--- src/rtl/gfp8_nv_dot_seq_pkg.sv ---
// Shared types and widths for the gfp8_nv_dot sequencer: FSM states, result payload, issue tags.
package gfp8_nv_seq_pkg;
  localparam int MANT_W = 32;
  localparam int EXP_W  = 8;
  localparam int CNT_W  = 16;

  typedef enum logic [1:0] {
    IDLE  = 2'd0,
    RUN   = 2'd1,
    DRAIN = 2'd2,
    DONE  = 2'd3
  } seq_state_t;

  typedef struct packed {
    logic signed [MANT_W-1:0] mantissa;
    logic signed [EXP_W-1:0]  exponent;
    logic                     last;
  } seq_result_t;

  // Travels alongside an operand pair through the dot unit's fixed latency.
  typedef struct packed {
    logic valid;
    logic last;
  } seq_tag_t;
endpackage

--- src/rtl/gfp8_nv_dot_seq_if.sv ---
// Handshake bundle of the sequencer; perf counter ports exist only with GFP8_NV_DOT_SEQ_PERF_EN.
interface gfp8_nv_dot_seq_if;
  import gfp8_nv_seq_pkg::*;

  logic                     i_cmd_valid;
  logic                     o_cmd_ready;
  logic [CNT_W-1:0]         i_cmd_num_nv;
  logic                     i_nv_valid;
  logic                     o_nv_ready;
  logic                     o_dot_input_valid;
  logic signed [MANT_W-1:0] i_dot_mantissa;
  logic signed [EXP_W-1:0]  i_dot_exponent;
  logic                     o_res_valid;
  logic                     i_res_ready;
  logic [MANT_W-1:0]        o_res_mantissa;
  logic [EXP_W-1:0]         o_res_exponent;
  logic                     o_res_last;
  logic                     o_busy;
  logic                     o_done;
`ifdef GFP8_NV_DOT_SEQ_PERF_EN
  logic [31:0]              o_perf_busy_cycles;
  logic [31:0]              o_perf_stall_cycles;
`endif

  modport slave (
    input  i_cmd_valid, i_cmd_num_nv, i_nv_valid, i_dot_mantissa, i_dot_exponent, i_res_ready,
    output o_cmd_ready, o_nv_ready, o_dot_input_valid, o_res_valid, o_res_mantissa,
    output o_res_exponent, o_res_last, o_busy, o_done
`ifdef GFP8_NV_DOT_SEQ_PERF_EN
    , output o_perf_busy_cycles, o_perf_stall_cycles
`endif
  );

  modport master (
    output i_cmd_valid, i_cmd_num_nv, i_nv_valid, i_dot_mantissa, i_dot_exponent, i_res_ready,
    input  o_cmd_ready, o_nv_ready, o_dot_input_valid, o_res_valid, o_res_mantissa,
    input  o_res_exponent, o_res_last, o_busy, o_done
`ifdef GFP8_NV_DOT_SEQ_PERF_EN
    , input o_perf_busy_cycles, o_perf_stall_cycles
`endif
  );
endinterface

--- src/rtl/gfp8_nv_result_fifo.sv ---
// Show-ahead result FIFO: RAM array with a registered head that bypasses a same-cycle write.
module gfp8_nv_result_fifo
  import gfp8_nv_seq_pkg::*;
#(
  parameter int DEPTH = 8
) (
  input  logic                     i_clk,
  input  logic                     i_reset,
  input  logic                     i_push,
  input  seq_result_t              i_push_data,
  input  logic                     i_pop,
  output seq_result_t              o_head,
  output logic                     o_empty,
  output logic [$clog2(DEPTH):0]   o_count
);
  localparam int AW = $clog2(DEPTH);
  localparam int CW = AW + 1;

  seq_result_t   mem [DEPTH];
  seq_result_t   head_reg;
  logic [AW-1:0] wr_ptr_reg;
  logic [AW-1:0] rd_ptr_reg;
  logic [AW-1:0] rd_ptr_next;
  logic [CW-1:0] count_reg;
  logic          pop_ok;

  assign pop_ok      = i_pop && (count_reg != '0);
  assign rd_ptr_next = rd_ptr_reg + AW'(pop_ok);

  always_ff @(posedge i_clk) begin
    if (i_push) begin
      mem[wr_ptr_reg] <= i_push_data;
    end
  end

  always_ff @(posedge i_clk or posedge i_reset) begin
    if (i_reset) begin
      wr_ptr_reg <= '0;
      rd_ptr_reg <= '0;
      count_reg  <= '0;
      head_reg   <= '0;
    end else begin
      rd_ptr_reg <= rd_ptr_next;
      if (i_push) begin
        wr_ptr_reg <= wr_ptr_reg + AW'(1);
      end
      case ({i_push, pop_ok})
        2'b10:   count_reg <= count_reg + CW'(1);
        2'b01:   count_reg <= count_reg - CW'(1);
        default: count_reg <= count_reg;
      endcase
      // The next head may be the word being written right now.
      if (i_push && (wr_ptr_reg == rd_ptr_next)) begin
        head_reg <= i_push_data;
      end else begin
        head_reg <= mem[rd_ptr_next];
      end
    end
  end

  assign o_head  = head_reg;
  assign o_empty = (count_reg == '0);
  assign o_count = count_reg;
endmodule

--- src/rtl/gfp8_nv_dot_seq.sv ---
// Issue sequencer for one gfp8_nv_dot unit with latency tag tracking and a credit-protected result FIFO.
// Optional perf counters are enabled by defining GFP8_NV_DOT_SEQ_PERF_EN.
module gfp8_nv_dot_seq
  import gfp8_nv_seq_pkg::*;
#(
  parameter int DOT_LATENCY = 3,
  parameter int FIFO_DEPTH  = 8
) (
  input logic                i_clk,
  input logic                i_reset,
  gfp8_nv_dot_seq_if.slave   bus
);
  localparam int CW = $clog2(FIFO_DEPTH) + 1;
  localparam logic [CW:0] DEPTH_LIM = (CW+1)'(FIFO_DEPTH);

  seq_state_t    state_reg;
  logic [CNT_W-1:0] remaining_reg;
  logic [CW-1:0] inflight_reg;
  seq_tag_t      tag_reg [DOT_LATENCY];
  logic          busy_reg;
  logic          done_reg;

  logic          cmd_ready;
  logic          cmd_fire;
  logic          nv_ready;
  logic          issue;
  logic          retire;
  logic [CW:0]   credit_used;
  logic [CW-1:0] fifo_count;
  logic          fifo_empty;
  logic          fifo_pop;
  seq_result_t   fifo_head;
  seq_result_t   push_data;

  assign cmd_ready = (state_reg == IDLE) && !i_reset;
  assign cmd_fire  = bus.i_cmd_valid && cmd_ready;

  // Credits ignore a same-cycle pop so buffered plus in-flight never exceeds the FIFO.
  assign credit_used = {1'b0, fifo_count} + {1'b0, inflight_reg};
  assign nv_ready    = (state_reg == RUN) && (remaining_reg != '0) && (credit_used < DEPTH_LIM);
  assign issue       = bus.i_nv_valid && nv_ready;
  assign retire      = tag_reg[DOT_LATENCY-1].valid;

  always_ff @(posedge i_clk or posedge i_reset) begin
    if (i_reset) begin
      for (int i = 0; i < DOT_LATENCY; i++) begin
        tag_reg[i] <= '0;
      end
      inflight_reg <= '0;
    end else begin
      tag_reg[0] <= '{valid: issue, last: issue && (remaining_reg == CNT_W'(1))};
      for (int i = 1; i < DOT_LATENCY; i++) begin
        tag_reg[i] <= tag_reg[i-1];
      end
      case ({issue, retire})
        2'b10:   inflight_reg <= inflight_reg + CW'(1);
        2'b01:   inflight_reg <= inflight_reg - CW'(1);
        default: inflight_reg <= inflight_reg;
      endcase
    end
  end

  always_ff @(posedge i_clk or posedge i_reset) begin
    if (i_reset) begin
      state_reg     <= IDLE;
      remaining_reg <= '0;
      busy_reg      <= 1'b0;
      done_reg      <= 1'b0;
    end else begin
      done_reg <= 1'b0;
      case (state_reg)
        IDLE: begin
          if (cmd_fire) begin
            remaining_reg <= bus.i_cmd_num_nv;
            if (bus.i_cmd_num_nv == '0) begin
              state_reg <= DONE;
              done_reg  <= 1'b1;
            end else begin
              state_reg <= RUN;
              busy_reg  <= 1'b1;
            end
          end
        end
        RUN: begin
          if (issue) begin
            remaining_reg <= remaining_reg - CNT_W'(1);
          end
          if ((remaining_reg == '0) || (issue && (remaining_reg == CNT_W'(1)))) begin
            state_reg <= DRAIN;
          end
        end
        DRAIN: begin
          if ((inflight_reg == '0) && fifo_empty) begin
            state_reg <= DONE;
            busy_reg  <= 1'b0;
            done_reg  <= 1'b1;
          end
        end
        default: begin
          state_reg <= IDLE;
        end
      endcase
    end
  end

  assign push_data = '{mantissa: bus.i_dot_mantissa,
                       exponent: bus.i_dot_exponent,
                       last:     tag_reg[DOT_LATENCY-1].last};
  assign fifo_pop  = !fifo_empty && bus.i_res_ready;

  gfp8_nv_result_fifo #(
    .DEPTH (FIFO_DEPTH)
  ) u_fifo (
    .i_clk       (i_clk),
    .i_reset     (i_reset),
    .i_push      (retire),
    .i_push_data (push_data),
    .i_pop       (fifo_pop),
    .o_head      (fifo_head),
    .o_empty     (fifo_empty),
    .o_count     (fifo_count)
  );

  assign bus.o_cmd_ready       = cmd_ready;
  assign bus.o_nv_ready        = nv_ready;
  assign bus.o_dot_input_valid = issue;
  assign bus.o_res_valid       = !fifo_empty;
  assign bus.o_res_mantissa    = fifo_head.mantissa;
  assign bus.o_res_exponent    = fifo_head.exponent;
  assign bus.o_res_last        = fifo_head.last;
  assign bus.o_busy            = busy_reg;
  assign bus.o_done            = done_reg;

`ifdef GFP8_NV_DOT_SEQ_PERF_EN
  logic [31:0] perf_busy_reg;
  logic [31:0] perf_stall_reg;
  logic        stall;

  assign stall = (state_reg == RUN) && bus.i_nv_valid && !nv_ready;

  always_ff @(posedge i_clk or posedge i_reset) begin
    if (i_reset) begin
      perf_busy_reg  <= '0;
      perf_stall_reg <= '0;
    end else if (cmd_fire) begin
      perf_busy_reg  <= '0;
      perf_stall_reg <= '0;
    end else begin
      if (busy_reg && (perf_busy_reg != '1)) begin
        perf_busy_reg <= perf_busy_reg + 32'd1;
      end
      if (stall && (perf_stall_reg != '1)) begin
        perf_stall_reg <= perf_stall_reg + 32'd1;
      end
    end
  end

  assign bus.o_perf_busy_cycles  = perf_busy_reg;
  assign bus.o_perf_stall_cycles = perf_stall_reg;
`endif
endmodule
--- src/flat_wrapper.sv ---
// flat-port wrapper written by rule: the top's interface ports become plain ports
module gfp8_nv_dot_seq_flat import gfp8_nv_seq_pkg::*;
#(
  parameter int DOT_LATENCY = 3,
  parameter int FIFO_DEPTH  = 8
)
  (i_clk, i_reset, bus_i_cmd_valid, bus_i_cmd_num_nv, bus_i_nv_valid, bus_i_dot_mantissa, bus_i_dot_exponent, bus_i_res_ready, bus_o_cmd_ready, bus_o_nv_ready, bus_o_dot_input_valid, bus_o_res_valid, bus_o_res_mantissa, bus_o_res_exponent, bus_o_res_last, bus_o_busy, bus_o_done);
  gfp8_nv_dot_seq_if bus_i ();
  input logic i_clk;
  input logic i_reset;
  input wire logic [$bits(bus_i.i_cmd_valid)-1:0] bus_i_cmd_valid;
  input wire logic [$bits(bus_i.i_cmd_num_nv)-1:0] bus_i_cmd_num_nv;
  input wire logic [$bits(bus_i.i_nv_valid)-1:0] bus_i_nv_valid;
  input wire logic [$bits(bus_i.i_dot_mantissa)-1:0] bus_i_dot_mantissa;
  input wire logic [$bits(bus_i.i_dot_exponent)-1:0] bus_i_dot_exponent;
  input wire logic [$bits(bus_i.i_res_ready)-1:0] bus_i_res_ready;
  output wire logic [$bits(bus_i.o_cmd_ready)-1:0] bus_o_cmd_ready;
  output wire logic [$bits(bus_i.o_nv_ready)-1:0] bus_o_nv_ready;
  output wire logic [$bits(bus_i.o_dot_input_valid)-1:0] bus_o_dot_input_valid;
  output wire logic [$bits(bus_i.o_res_valid)-1:0] bus_o_res_valid;
  output wire logic [$bits(bus_i.o_res_mantissa)-1:0] bus_o_res_mantissa;
  output wire logic [$bits(bus_i.o_res_exponent)-1:0] bus_o_res_exponent;
  output wire logic [$bits(bus_i.o_res_last)-1:0] bus_o_res_last;
  output wire logic [$bits(bus_i.o_busy)-1:0] bus_o_busy;
  output wire logic [$bits(bus_i.o_done)-1:0] bus_o_done;
  assign bus_i.i_cmd_valid = bus_i_cmd_valid;
  assign bus_i.i_cmd_num_nv = bus_i_cmd_num_nv;
  assign bus_i.i_nv_valid = bus_i_nv_valid;
  assign bus_i.i_dot_mantissa = bus_i_dot_mantissa;
  assign bus_i.i_dot_exponent = bus_i_dot_exponent;
  assign bus_i.i_res_ready = bus_i_res_ready;
  assign bus_o_cmd_ready = bus_i.o_cmd_ready;
  assign bus_o_nv_ready = bus_i.o_nv_ready;
  assign bus_o_dot_input_valid = bus_i.o_dot_input_valid;
  assign bus_o_res_valid = bus_i.o_res_valid;
  assign bus_o_res_mantissa = bus_i.o_res_mantissa;
  assign bus_o_res_exponent = bus_i.o_res_exponent;
  assign bus_o_res_last = bus_i.o_res_last;
  assign bus_o_busy = bus_i.o_busy;
  assign bus_o_done = bus_i.o_done;
  gfp8_nv_dot_seq #(.DOT_LATENCY(DOT_LATENCY), .FIFO_DEPTH(FIFO_DEPTH)) u_core (.i_clk(i_clk), .i_reset(i_reset), .bus(bus_i));
endmodule
--- config.mk ---
export PLATFORM = sky130hd
export DESIGN_NAME = gfp8_nv_dot_seq_flat
export DESIGN_NICKNAME = d
export VERILOG_FILES = /design/src/rtl/gfp8_nv_dot_seq_pkg.sv /design/src/rtl/gfp8_nv_dot_seq_if.sv /design/src/rtl/gfp8_nv_result_fifo.sv /design/src/rtl/gfp8_nv_dot_seq.sv /design/src/flat_wrapper.sv
export SDC_FILE = /design/constraint.sdc
export NUM_CORES = 1
export LEC_CHECK = 0
export CAP_MARGIN = 10
export CORE_ASPECT_RATIO = 0.9
export CORE_MARGIN = 1.5
export CORE_UTILIZATION = 53
export CTS_CLUSTER_DIAMETER = 30
export DETAILED_ROUTE_END_ITERATION = 6
export PLACE_DENSITY = 0.82
export SLEW_MARGIN = 10
export SYNTH_ARGS = -nofsm -noshare
export SYNTH_HDL_FRONTEND = slang
export SYNTH_SLANG_ARGS = --single-unit
--- constraint.sdc ---
create_clock -name i_clk -period 3.99 [get_ports i_clk]
set_clock_uncertainty 0.05 [all_clocks]
set_input_delay 0.798 -clock i_clk [delete_from_list [all_inputs] [get_ports i_clk]]
set_output_delay 0.798 -clock i_clk [all_outputs]
set_load 0.03 [all_outputs]
# Yosys cells after proc, flatten, opt, wreduce, memory -nomap -nowiden
# Memory sizes are Yosys's and may differ from the RTL's. A register that Yosys moved wholly into a read port is not among the register bits.
# Cells that the tools add are included.
[classes]
add_sub_neg = 8
magnitude_cmp = 1
eq_ne = 12
mux = 20
reduce_logical = 26
[op_table]
columns = ["cell", "count"]
rows = [
  ["16-bit zero test", 2],
  ["16-bit two-way mux", 2],
  ["16-bit case mux with 2 select lines", 1],
  ["16-bit by 1-bit == test with 1-bit output (second input constant)", 1],
  ["4-bit case mux with 2 select lines", 2],
  ["16-bit nonzero test", 1],
  ["16-bit by 1-bit subtractor with 16-bit output (second input constant)", 1],
  ["1-bit logical AND", 9],
  ["4-bit by 1-bit adder with 4-bit output (second input constant)", 2],
  ["4-bit zero test", 2],
  ["1-bit two-way mux", 8],
  ["2-bit two-way mux", 4],
  ["2-bit nonzero test", 4],
  ["4-bit by 1-bit subtractor with 4-bit output (second input constant)", 2],
  ["2-bit by 1-bit == test with 1-bit output (second input constant)", 3],
  ["2-bit == test (second input constant)", 3],
  ["2-bit by 1-bit != test with 1-bit output (second input constant)", 3],
  ["2-bit case mux with 3 select lines", 1],
  ["3-bit AND reduction", 2],
  ["4-bit by 4-bit adder with 5-bit output", 1],
  ["5-bit by 4-bit < comparator with 1-bit output (second input constant)", 1],
  ["2-bit != test (second input constant)", 2],
  ["1-bit case mux with 2 select lines", 2],
  ["4-bit AND reduction", 1],
  ["6 further kinds", 7],
]
[word_totals]
ff_bits = 40
mem_bits_rw = 328
inputBits = 61
out_inout_bits = 47
word_cells = 82
memories = 1
[memory_table]
columns = ["memory", "depth", "word_bits", "rd", "rd_clocked_by_memory_dff", "wr", "line", "rtl"]
rows = [
  ["u_core.u_fifo.mem", 8, 41, 1, 1, 1, "gfp8_nv_result_fifo.sv:19", "seq_result_t mem [DEPTH];"],
]

# Depth between registers and ports, before layout
[logic_depth]
depth_word = 8
ltp_mapped = 13
depth_no_buf = 12

# Cells and area by module
# From an unflattened synthesis, not the netlist that was laid out.
[hier_totals]
hier_cells = 1000
area_unflattened_um2 = 17305.3
[by_module_without_submodules]
columns = ["module", "n_inst", "cells_each", "area_per_inst_um2"]
rows = [
  ["gfp8_nv_result_fifo", 1, 780, 15342.2],
  ["gfp8_nv_dot_seq", 1, 220, 1963.1],
]

# Worst setup path before layout
# No wires, ideal clock.
[synth_path]
kind = "register to register"
from = "register u_core.tag_reg (netlist bit u_core.retire)"
to = "memory u_core.u_fifo.mem[0][0] (netlist name) (enable)"
setup_time_ns = 0.490
t_arrival_ns = 3.510
t_required_ns = 3.450
setup_slack_ns = -0.060
stages_incl_launch_ff = 4
n_path_buf = 1
path_cell_list = "dfrtp_1 > clkbuf_1 > nand2b_1 > nor3_1"
[synth_via]
elab_chain_len = 2
[synth_lines]
columns = ["item", "line", "rtl"]
rows = [
  ["start: declaration", "gfp8_nv_dot_seq.sv:19", "seq_tag_t tag_reg [DOT_LATENCY];"],
  ["start signal: indexed assignment", "gfp8_nv_dot_seq.sv:53", "tag_reg[i] <= tag_reg[i-1];"],
  ["1-bit two-way mux", "gfp8_nv_result_fifo.sv:31", "if (i_push) begin"],
  ["1-bit two-way mux (not written as such)", "gfp8_nv_result_fifo.sv:32", "mem[wr_ptr_reg] <= i_push_data;"],
  ["end: declaration", "gfp8_nv_result_fifo.sv:19", ""],
]
# Every way passes these cells.

# Final worst setup path
[layout_path]
from = "register u_core.u_fifo.count_reg[1] (netlist: u_core.u_fifo.o_count[1])"
to = "output port bus_o_nv_ready"
[layout_via]
elab_chain_len = 3
[layout_lines]
columns = ["item", "line", "rtl"]
rows = [
  ["start: declaration", "gfp8_nv_result_fifo.sv:24", "logic [CW-1:0] count_reg;"],
  ["start signal: assignment", "gfp8_nv_result_fifo.sv:48", "2'b10: count_reg <= count_reg + CW'(1);"],
  ["start signal: assignment", "gfp8_nv_result_fifo.sv:49", "2'b01: count_reg <= count_reg - CW'(1);"],
  ["start signal: assignment", "gfp8_nv_result_fifo.sv:50", "default: count_reg <= count_reg;"],
  ["4-bit by 4-bit adder with 5-bit output", "gfp8_nv_dot_seq.sv:39", "assign credit_used = {1'b0, fifo_count} + {1'b0, inflight_reg};"],
  ["5-bit by 4-bit < comparator with 1-bit output", "gfp8_nv_dot_seq.sv:40", "assign nv_ready = (state_reg == RUN) && (remaining_reg != '0) && (credit_used < DEPTH_LIM);"],
  ["1-bit logical AND", "gfp8_nv_dot_seq.sv:40", ""],
  ["end: declaration", "flat_wrapper.sv:18", "output wire logic [$bits(bus_i.o_nv_ready)-1:0] bus_o_nv_ready;"],
]
# Every way passes these cells.

==> impl_metrics.csv <==
group,metric,value,unit
critical_path,crit_fanout,5,
clocking,post_cts.repair.setup_buffers,0,
place,io_buffers,107,
critical_path,critPathKind,"flip-flop to output port",
final_layout,drive_above_1_share,0.229,
synth,synth_top_area_share,0.606,
clocking,clockRootBuffer,"clkbuf_16",
route,wire_per_inst,24.6,um
power_and_ir_drop,p_total,17.6,mW
final_layout,antenna_cells,0,
status,status,"finished, final reports clean",
global_routing,grtUsageTotal,0.245,
final_layout,multi_input_area,4260,um^2
synth,syn_area_per_cell,18.1,um^2
synth,syn_area,16300,um^2
place,gp_congestion,0.875,
floorplan,coreArea,30000,um^2
final_layout,layout_common_cells,"328 x edfxtp_1, 106 x clkdlybuf4s50_1, 82 x mux4_2, 81 x dfrtp_1, 72 x clkbuf_16",
route,dr.first_iter.drc_count,946,
timing,fmax,0.263,GHz
place,dpl.hpwl,20300,um
place,place_area,18100,um^2
timing,rsz0062_at_grt,"no",
critical_path,crit_path_start_kind,"flip-flop",
timing,max_slew_margin,0.346,
synth,synth_fp_nets,981,
timing,tns,0,ns
route,firstDrtPassIters,6,
clocking,cts_tree,"done",
timing,finalHoldViolCount,0,
global_routing,grt_start_max_net_pins,67,
route,drcViolationCount,0,
place,pre_cts_slack,0.131,ns
critical_path,end_kind,"output port",
global_routing,grt-ovfl-total,0,
final_layout,fin_area,20700,um^2
synth,ys_ff_latch,409,
route,vias,9350,
final_layout,final_common_cell,"edfxtp_1",
clocking,htree_levels,3,
synth,yosys.area.top_type,"edfxtp_1",
timing,setup_slack,0.188,ns
timing,min_period,3.80,ns
final_layout,area_delta_synth_final,27.4,%
floorplan,ioPinCount,108,
synth,syn_inst,900,
critical_path,critPathArrivalTime,2.95,ns
synth,synth_warnings,0,
route,wl,37800,um
timing,fin_crit_sh,0.953,
floorplan,die_x,188,um
synth,async_reset_ff_frac,0.198,
final_layout,largest_reg_flops,328,
final_layout,fillCellCount,1834,
clocking,cts_buffers,71,
power_and_ir_drop,p_leak,7.37,nW
global_routing,antenna_found_initial,0,
synth,synth_edf_count,328,
power_and_ir_drop,peakVddDrop,484,uV
clocking,clk_pin_slew,0.05,ns
route,ant_nets,0,
clocking,clock_sinks,409,
floorplan,rows,60,
final_layout,final_core_util,0.690,
synth,yosys-top-cells-area,"edfxtp_1 61%, dfrtp_1 12%, mux4_2 11%, mux2i_1 2.6%, a21oi_1 1.8%",
clocking,clockBufferDepth,3,
hold_path,min_path_type,"flip-flop to flip-flop",
synth,yosysUniqueCellTypes,60,
clocking,clk_latency,0.57,ns
timing,report.final.slew_viol_count,0,
final_layout,fin_nets,1154,
global_routing,grt_first_pass_wirelength,58200,um
power_and_ir_drop,p_per_area,849,nW/um^2
floorplan,die_height,169,um
floorplan,initial_utilization,0.541,
timing,tightestPinTransition,0.981,ns
route,via_per_inst,6.09,
final_layout,regArea,11900,um^2
critical_path,critical_path_required,3.14,ns
floorplan,die_area,31700,um^2
timing,setup_viol,0,
synth,ys.flop_type,"edfxtp_1",
synth,ys_seq_area_frac,0.730,
job,cap_violations,0,
global_routing,grt_pass1_vias,9786,
## worst paths after layout
| check | startpoint | endpoint | slack (ns) | depth (start not counted) |
|---|---|---|---|---|
| min in group asynchronous | i_reset | u_core.state_reg[1] | 0.84 | 2 |
| worst max-delay path | u_core.u_fifo.o_count[1] | bus_o_nv_ready | 0.19 | 5 |
| max in group asynchronous | i_reset | u_core.u_fifo.o_head[12] | 2.28 | 3 |
| worst min register to register | u_core.tag_reg[3] | u_core.retire | 0.30 | 0 |
| worst max register to register | u_core.remaining_reg[0] | u_core.inflight_reg[3] | 0.51 | 13 |
| worst min-delay path | u_core.tag_reg[3] | u_core.retire | 0.30 | 0 |
## metal layers
layer / up-vias / global-route usage / share of wire
met5: - / 0 / 0
met1: 4828 / 0.338 / 0.41
li1: 3943 / - / -
met3: 98 / 0.0430 / 0.068
met2: 481 / 0.389 / 0.49
met4: 0 / 0.111 / 0.035
## through the flow
| step | hold slack (ns) | std cells |
|---|---|---|
| floorplan | 0.281 | 900 |
| global placement | 0.284 | 1403 |
| detailed placement | 0.286 | 1403 |
| CTS | 0.298 | 1535 |
| global route | 0.299 | 1535 |
| finish | 0.297 | 1535 |
## area by class of cell
class / instances / area share
clock buffer: 88 / 0.0932
clock inverter: 44 / 0.0308
inverter: 18 / 0.00338
multi-input combinational: 432 / 0.206
sequential: 409 / 0.573
tap: 403 / 0.0243
timing repair buffer: 141 / 0.0694
## Yosys cell counts, types with 5 or more instances
master      n
nor2_1     72
ha_1       18
dfrtp_1    81
nand3_1     7
inv_1      18
a21oi_1    58
buf_2      12
nand2_1    29
nor3_1     10
xor2_1      6
clkbuf_1   24
o21ai_0    12
nor4_1      9
edfxtp_1  328
nand2b_1    6
mux4_2     82
xnor2_1     8
o21ai_1     5
buf_1       5
mux2i_1    42
## logic make-up (layout without fill, tap and decap cells)
logic type               after synthesis  in the layout  synth area share
buffers and inverters                 59            291            0.0145
AO/OA/AOI/OAI                        115            115            0.0444
AND/OR/NAND/NOR                      157            157            0.0459
multiplexers                         126            126             0.141
XOR/XNOR                              14             14           0.00754
adder cells (fa/ha/maj)               20             20            0.0163
flip-flops                           409            409             0.730
## timing repair
item                                    in CTS  in global routing
hold buffers                                 0                  0
endpoints found under the setup margin       1                  1
resized for setup                            1                  1
## critical path, cell delays in order (launching register included)
cell             delay [ns]
dfrtp_1                0.43
ha_1                   0.31
a31o_1                 0.26
a2111oi_2              0.50
and3_1                 0.22
clkdlybuf4s50_1        0.67
## report_power, final
group | leakage (nW) | internal (mW) | switching, mW
clock network | 1.26 | 4.27 | 2.14
registers | 3.91 | 5.11 | 0.373
logic | 2.20 | 2.74 | 2.94
total | 7.37 | 12.1 | 5.46
Power figures use the tool's default switching activity.
